--- config.mk ---
export PLATFORM = sky130hd
export DESIGN_NAME = icache_axi_rd_bridge
export DESIGN_NICKNAME = d
export VERILOG_FILES = /design/src/rtl/cache_axi_pkg.sv /design/src/rtl/ret_beat_buf.sv /design/src/rtl/icache_axi_rd_bridge.sv
export SDC_FILE = /design/constraint.sdc
export NUM_CORES = 1
export LEC_CHECK = 0
export ABC_CLOCK_PERIOD_IN_PS = 1500
export CORE_MARGIN = 2
export CORE_UTILIZATION = 33
export CTS_CLUSTER_SIZE = 28
export DETAILED_ROUTE_END_ITERATION = 10
export GPL_ROUTABILITY_DRIVEN = 0
export PLACE_DENSITY = 0.76
export SYNTH_ARGS = -nofsm -noshare
export SYNTH_HDL_FRONTEND = slang
export SYNTH_SLANG_ARGS = --single-unit
--- constraint.sdc ---
create_clock -name clk -period 1.5 [get_ports clk]
set_clock_uncertainty 0.05 [all_clocks]
set_input_delay 0.15 -clock clk [delete_from_list [all_inputs] [get_ports clk]]
set_output_delay 0.15 -clock clk [all_outputs]
set_load 0.1 [all_outputs]
--- src/rtl/cache_axi_pkg.sv ---
`default_nettype none
// ============================================================================
// Module   : cache_axi_pkg
// Purpose  : Shared definitions for the instruction-cache AXI read bridge.
//            Holds the default line length, AXI burst/size/resp encodings
//            and the bridge FSM state type.
// Revision : 1.0 - initial release
// ============================================================================
package cache_axi_pkg;

  // 32-bit words per cache line (64-byte line)
  localparam int LINE_WORDS_DEF = 16;

  // AXI encodings
  localparam logic [1:0] AXI_BURST_INCR = 2'b01;
  localparam logic [2:0] AXI_SIZE_4B    = 3'b010;
  localparam logic [1:0] AXI_RESP_OKAY  = 2'b00;

  // Bridge FSM states
  typedef enum logic [1:0] {
    ST_IDLE  = 2'd0,
    ST_ADDR  = 2'd1,
    ST_DATA  = 2'd2,
    ST_DRAIN = 2'd3
  } bridge_state_e;

endpackage : cache_axi_pkg
`default_nettype wire

--- src/rtl/ret_beat_buf.sv ---
`default_nettype none
// ============================================================================
// Module   : ret_beat_buf
// Purpose  : One-entry output buffer holding a data beat and its last flag.
//            Accepts a new beat when empty or when the held beat is being
//            consumed in the same cycle (full throughput, latency 1).
// Ports    : clk, rstn           - clock, async active-low reset
//            in_valid_i/in_ready_o, in_data_i, in_last_i   - fill side
//            out_valid_o/out_ready_i, out_data_o, out_last_o - drain side
// Revision : 1.0 - initial release
// ============================================================================
module ret_beat_buf #(
  parameter int DW = 32
) (
  input  logic          clk,
  input  logic          rstn,
  input  logic          in_valid_i,
  output logic          in_ready_o,
  input  logic [DW-1:0] in_data_i,
  input  logic          in_last_i,
  output logic          out_valid_o,
  input  logic          out_ready_i,
  output logic [DW-1:0] out_data_o,
  output logic          out_last_o
);

  logic          valid_q, valid_d;
  logic          last_q,  last_d;
  logic [DW-1:0] data_q,  data_d;

  assign in_ready_o  = ~valid_q | out_ready_i;
  assign out_valid_o = valid_q;
  assign out_data_o  = data_q;
  assign out_last_o  = last_q;

  always_comb begin
    valid_d = valid_q;
    last_d  = last_q;
    data_d  = data_q;
    if (in_valid_i && in_ready_o) begin
      // fill wins over drain so a simultaneous drain+fill stays valid
      valid_d = 1'b1;
      last_d  = in_last_i;
      data_d  = in_data_i;
    end else if (out_ready_i) begin
      valid_d = 1'b0;
      last_d  = 1'b0;
    end
  end

  always_ff @(posedge clk or negedge rstn) begin
    if (!rstn) begin
      valid_q <= 1'b0;
      last_q  <= 1'b0;
      data_q  <= '0;
    end else begin
      valid_q <= valid_d;
      last_q  <= last_d;
      data_q  <= data_d;
    end
  end

endmodule : ret_beat_buf
`default_nettype wire

--- src/rtl/icache_axi_rd_bridge.sv ---
`default_nettype none
// ============================================================================
// Module   : icache_axi_rd_bridge
// Purpose  : Converts an instruction-cache line-read request into one AXI
//            INCR burst of LINE_WORDS 32-bit beats and returns the beats to
//            the cache through a one-entry buffer.
// Ports    : clk, rstn                         - clock, async active-low reset
//            r_req, r_addr, r_rdy              - cache request
//            r_data_ready, ret_valid, ret_last, r_data - cache beat return
//            arid..arready                     - AXI read address channel
//            rid..rready                       - AXI read data channel
//            rd_err                            - sticky response error flag
// Config   : ICACHE_BRIDGE_ERR_CHECK_EN - when defined, rd_err is set on a
//            bad rresp, wrong rid or misplaced rlast; otherwise tied to 0.
// Revision : 1.0 - initial release
// ============================================================================
module icache_axi_rd_bridge
  import cache_axi_pkg::*;
#(
  parameter int         LINE_WORDS = LINE_WORDS_DEF,
  parameter logic [3:0] AXI_ID     = 4'd0
) (
  input  logic        clk,
  input  logic        rstn,
  // cache side
  input  logic        r_req,
  input  logic [31:0] r_addr,
  output logic        r_rdy,
  input  logic        r_data_ready,
  output logic        ret_valid,
  output logic        ret_last,
  output logic [31:0] r_data,
  // AXI AR
  output logic [3:0]  arid,
  output logic [31:0] araddr,
  output logic [7:0]  arlen,
  output logic [2:0]  arsize,
  output logic [1:0]  arburst,
  output logic        arvalid,
  input  logic        arready,
  // AXI R
  input  logic [3:0]  rid,
  input  logic [31:0] rdata,
  input  logic [1:0]  rresp,
  input  logic        rlast,
  input  logic        rvalid,
  output logic        rready,
  // status
  output logic        rd_err
);

  // byte-offset bits of a line (6 for a 64-byte line)
  localparam int          OFF_BITS  = $clog2(LINE_WORDS) + 2;
  localparam logic [31:0] LINE_MASK = ~((32'd1 << OFF_BITS) - 32'd1);
  localparam logic [3:0]  LAST_CNT  = 4'(LINE_WORDS - 1);

  bridge_state_e state_q, state_d;
  logic [31:0]   addr_q,  addr_d;
  logic [3:0]    cnt_q,   cnt_d;
  logic          buf_in_ready;
  logic          buf_in_valid;
  logic          r_hs;

  // AR fields other than valid/addr are constant for every request
  assign arid    = AXI_ID;
  assign araddr  = addr_q;
  assign arlen   = 8'(LINE_WORDS - 1);
  assign arsize  = AXI_SIZE_4B;
  assign arburst = AXI_BURST_INCR;

  assign buf_in_valid = rvalid & (state_q == ST_DATA);
  assign r_hs         = rvalid & rready;

  // --------------------------------------------------------------------------
  // FSM next-state and outputs
  // --------------------------------------------------------------------------
  always_comb begin
    state_d = state_q;
    addr_d  = addr_q;
    cnt_d   = cnt_q;
    r_rdy   = 1'b0;
    arvalid = 1'b0;
    rready  = 1'b0;
    unique case (state_q)
      ST_IDLE: begin
        r_rdy = r_req;
        if (r_req) begin
          addr_d  = r_addr & LINE_MASK;
          state_d = ST_ADDR;
        end
      end
      ST_ADDR: begin
        arvalid = 1'b1;
        cnt_d   = 4'd0;
        if (arready) state_d = ST_DATA;
      end
      ST_DATA: begin
        rready = buf_in_ready;
        if (rvalid && buf_in_ready) begin
          cnt_d = cnt_q + 4'd1;
          if (rlast) state_d = ST_DRAIN;
        end
      end
      ST_DRAIN: begin
        if (ret_valid && ret_last && r_data_ready) state_d = ST_IDLE;
      end
      default: state_d = ST_IDLE;
    endcase
  end

  always_ff @(posedge clk or negedge rstn) begin
    if (!rstn) begin
      state_q <= ST_IDLE;
      addr_q  <= '0;
      cnt_q   <= '0;
    end else begin
      state_q <= state_d;
      addr_q  <= addr_d;
      cnt_q   <= cnt_d;
    end
  end

  // --------------------------------------------------------------------------
  // Output beat buffer
  // --------------------------------------------------------------------------
  ret_beat_buf #(
    .DW (32)
  ) u_ret_beat_buf (
    .clk         (clk),
    .rstn        (rstn),
    .in_valid_i  (buf_in_valid),
    .in_ready_o  (buf_in_ready),
    .in_data_i   (rdata),
    .in_last_i   (rlast),
    .out_valid_o (ret_valid),
    .out_ready_i (r_data_ready),
    .out_data_o  (r_data),
    .out_last_o  (ret_last)
  );

  // --------------------------------------------------------------------------
  // Response checking
  // --------------------------------------------------------------------------
`ifdef ICACHE_BRIDGE_ERR_CHECK_EN
  logic err_q, err_d;
  logic beat_bad;

  assign beat_bad = (rresp != AXI_RESP_OKAY) || (rid != AXI_ID) ||
                    (rlast && (cnt_q != LAST_CNT)) ||
                    (!rlast && (cnt_q == LAST_CNT));

  always_comb begin
    err_d = err_q;
    if (r_hs && beat_bad) err_d = 1'b1;
  end

  always_ff @(posedge clk or negedge rstn) begin
    if (!rstn) err_q <= 1'b0;
    else       err_q <= err_d;
  end

  assign rd_err = err_q;
`else
  // response fields and beat count are only consumed by the checker
  logic unused_chk;
  assign unused_chk = ^{rid, rresp, cnt_q, r_hs, LAST_CNT};
  assign rd_err     = 1'b0;
`endif

endmodule : icache_axi_rd_bridge
`default_nettype wire

Word level (Yosys, flattened, before mapping):

Cells that the tools add are included.

* equality and inequality tests: 8
* muxes and demuxes: 12
* bitwise gates (word level): 3
* reductions and logical operators: 8

Operator list (number)
* 2-bit two-way mux: 5
* 2-bit != test (second input constant): 4
* 2-bit one-hot mux with 4 select lines: 1
* 1-bit two-way mux: 6
* 5-bit AND reduction: 1
* 2-bit == test (second input constant): 2
* 1-bit logical AND: 4
* 2-bit by 1-bit == test with 1-bit output (second input constant): 1
* 2-bit zero test: 1
* 2-bit by 1-bit != test with 1-bit output (second input constant): 1
* 2-bit AND reduction: 1
* 2-bit nonzero test: 1
* 1-bit AND: 1
* 1-bit inverter: 1
* 1-bit bitwise OR: 1

* register bits after elaboration: 62
* input bits: 77

Depth between registers and ports, before layout:

Gate-level depths: netlist of the first run.

* depth in word-level cells: 5
* depth in mapped cells: 6
* depth with buffers taken out: 6

Modules after synthesis:

Synthesis of the first run repeated with hierarchy kept, for this count alone.

* cells, all modules: 177
* area total of the unflattened synthesis: 2773.9 um^2

By module, submodules not included
* ret_beat_buf: instances 1, cells each 76, area an instance 1440.1 um^2, seq. area each 850.8 um^2
* icache_axi_rd_bridge: instances 1, cells each 101, area an instance 1333.8 um^2, seq. area each 700.7 um^2

Worst setup path before layout of the first run:

OpenSTA, ideal clock, no wires.

* path kind: reg2reg
* start: register state_q[1]
* end: register state_q[1]
* arrival: 2.000 ns
* path slack: -0.675 ns
* stages on the path, launching flop included: 7
* buffers on the path: 0
* period minus slack after synthesis: 2.175 ns
* cells stage by stage: dfrtp_1 inv_1 ha_1 inv_1 o22ai_1 a221o_1 mux2_4

* word-level cells in the longest chain between the ends: 3
* elaborated cells between the ends (all ways): 11

RTL lines
* start: declaration: line icache_axi_rd_bridge.sv:57 `bridge_state_e state_q, state_d;`
* start signal: assignment: line icache_axi_rd_bridge.sv:117 `state_q <= state_d;`
* 2-bit == test (tied with other cells): line icache_axi_rd_bridge.sv:84 `unique case (state_q)`
* 2-bit != test (no line) or 2-bit by 1-bit != test with 1-bit output (tied branches)
* 5-bit AND reduction (no line)

Parallel ways exist; a longest one is shown, timed or not.
A chain may end at the register's enable or synchronous reset.

Worst setup path in the final report of the first run:

* start: register state_q[1]
* end: output rready

* word-level cells in the longest chain between the ends: 2

RTL lines
* 2-bit == test: line icache_axi_rd_bridge.sv:84
* 1-bit two-way mux: line icache_axi_rd_bridge.sv:84
* end: declaration: line icache_axi_rd_bridge.sv:47 `output logic rready,`

No other way between the ends.

==> flow_summary.yaml, run 1 <==
detailed_routing:
  drtIter0Drc: 28
  routedWlPerCell_um: 14.9
  drc_errors: 0
  vias_per_cell: 4.34
  first_pass_iters: 3
  vias: 1889
  ant_nets: 0
  routed_wl_um: 6480
synthesis:
  synth_top_area_share_pct: 59.3
  avgSynthCellArea_sq_um: 15.0
  synth_edf_count: 0
  async_flop_share_pct: 100
  yosysWarningCount: 0
  synthesis.area_sq_um: 2620
  ys_types: 20
  synth-seq-cells: 62
  synth_area_leaders: "dfrtp_1 59%, mux2_2 13%, mux2_1 12%"
  ys_top_cells_by_count: "62 x dfrtp_1, 30 x mux2_2, 29 x mux2_1"
  ys.flop_type: "dfrtp_1"
  yosysMostFrequentCell: "dfrtp_1"
  syn_inst: 174
  synth.yosys.seq_area_share_pct: 59.3
  synth_top_area_cell: "dfrtp_1"
critical_path:
  startpoint: "state_q[1]"
  crit_buf_inv: 3
  worstPathMaxFanout: 3
  reg2reg_slack_ns: -0.14
  critical_path.cell_chain: "buf_6 -> ha_2 -> and2_4 -> buf_4 -> buf_12"
  worstSetupPathType: "reg2out"
  slowest_stage: "dfrtp_1"
  r2r-start: "state_q[1]"
  cpPeakStageDelay_ns: 0.41
  crit_family: "buffers and inverters"
  worstRegToRegCells: 7
  cp-start-kind: "flop"
  endpoint_kind: "primary output"
  cp_data_required_time_ns: 1.30
  regToRegEndpoint: "state_q[1]"
  critPathArrivalTime_ns: 1.48
clock_network:
  cts_buffers: 9
  cts_root_buffer: "clkbuf_8"
  clock_path_buffers: 2
  clk_latency_ns: 0.33
  h-tree-depth: 3
  cts.clk_slew.worst_paths_ns: 0.07
  clock_sinks: 62
  tritoncts: "done"
cells_and_area:
  fin_nets: 410
  drive_gt1_share_pct: 44.7
  area_growth_pct: 94.5
  n_antenna_cell: 0
floorplanning:
  rows: 32
  dieHeight_um: 93.0
  core_area_sq_um: 7690
  io_pins: 164
  die-area_sq_um: 8650
  die_x_um: 93.0
  start_util_pct: 34.0
sta:
  max_freq_mhz: 596
  rsz0062_at_grt: "yes"
  hold_viol_final: 0
  drv_slew: 0
  layout_setup_ws_ns: -0.177
  setup_viol: 64
  finalCritPeriodShare_pct: 112
  fin_crit_ns: 1.68
grt:
  grt_pass1_wl_um: 10600
  grt_pass1_vias: 2123
  grt_usage_pct: 15.8
  grt-ovfl-total: 0
  grt_max_degree: 34
  antenna_found_initial: 0
outcome:
  violations: "setup timing"
  status: "finished with violations"
place:
  pre_cts_slack_ns: -0.249
  hpwlAfterDp_um: 4810
  portBuffers: 127
hold_path:
  min_path_type: "in2async"
job:
  drv_cap: 0
metrics by stage:
step	cell area [sq um]	hold slack [ns]	instances	utilization [%]	TNS (ns)
2_1_floorplan	2750	-0.196	196	-	-10.49
3_3_place_gp	4690	0.139	410	61.0	-5.24
3_5_place_dp	4690	0.150	410	61.0	-6.70
4_1_cts	5060	0.339	434	65.8	-6.00
5_1_grt	5090	0.353	435	66.2	-10.13
6_report	5090	0.345	435	66.2	-6.85
layout make-up:
cell class	instances	area, sq um
clock buffer	11	141
tap	102	128
clock inverter	4	47.5
fill	548	2600
inverter	5	25.0
sequential	62	1560
timing repair buffer	151	2190
multi-input combinational	100	997
what timing repair did:
| action | CTS | global route |
|---|---|---|
| setup buffers | 6 | 1 |
| pin swaps | 6 | 0 |
| hold buffers | 1 | 0 |
| gates cloned | 2 | 0 |
| gates resized for setup | 20 | 4 |
| hold endpoints to repair | 62 | 0 |
| setup endpoints to repair | 64 | 65 |
cell usage in the layout, fill, tap and decap left out, types with 2 or more instances in the layout:
master	n
buf_6	3
clkbuf_8	10
nand3_1	2
clkdlybuf4s50_1	63
buf_16	2
ha_4	3
clkinvlp_4	2
mux2_2	27
dfrtp_1	60
buf_8	3
mux2_1	27
inv_2	2
conb_1	24
buf_4	12
mux2_4	6
clkinv_2	2
buf_12	66
sequential cells by signal, indices dropped and copies added (netlist names):
| name | count |
|---|---|
| araddr | 26 |
| state_q | 2 |
| u_ret_beat_buf.out_valid_o | 1 |
| u_ret_beat_buf.out_last_o | 1 |
| u_ret_beat_buf.out_data_o | 32 |
worst register-to-register path, cell delays in order, from the launching register on:
cell and delay [ns]:
dfrtp_1 0.39, inv_2 0.07, buf_6 0.12, ha_4 0.16
inv_4 0.05, o22ai_4 0.06, a221o_1 0.31, mux2_4 0.31
cell families after synthesis:
family,Yosys count,share of synthesized area [%]
flip-flops,62,59.3
multiplexers,60,26.0
buffers and inverters,34,9.28
AND/OR/NAND/NOR,8,2.06
AO/OA/AOI/OAI,4,1.15
adder cells (fa/ha/maj),4,1.91
other,2,0.287
metal layers:
layer  global-route usage [%]  up-vias  wire (um)
li1                         -      856          -
met1                     17.3      938       2350
met2                     28.5       88       3530
met3                     4.92        7        526
met4                     6.25        0         74
met5                        0        -          0
how the worst max path moves through the flow:
stage | end | cells past startpoint
after floorplan | u_ret_beat_buf.out_last_o | 5
after global placement | state_q[1] | 5
after detailed placement | state_q[1] | 5
after CTS | rready | 5
after global routing | r_rdy | 7
final | rready | 5
Power of run 1 is not shown: default switching activity piles up to over one toggle a cycle in this logic, so the estimate is an artifact.
==> run 2, diff against run 1 <==
--- a/config.mk
+++ b/config.mk
@@ -5,13 +5,14 @@
 export SDC_FILE = /design/constraint.sdc
 export NUM_CORES = 1
 export LEC_CHECK = 0
+export ABC_AREA = 0
 export ABC_CLOCK_PERIOD_IN_PS = 1500
 export CORE_MARGIN = 2
 export CORE_UTILIZATION = 33
-export CTS_CLUSTER_SIZE = 28
 export DETAILED_ROUTE_END_ITERATION = 10
 export GPL_ROUTABILITY_DRIVEN = 0
 export PLACE_DENSITY = 0.76
+export SLEW_MARGIN = 15
 export SYNTH_ARGS = -nofsm -noshare
 export SYNTH_HDL_FRONTEND = slang
 export SYNTH_SLANG_ARGS = --single-unit
==> results of run 2 <==
Final layout, timing and power as in run 1 (identical DEF).
Power of run 2 is left out for the same reason.
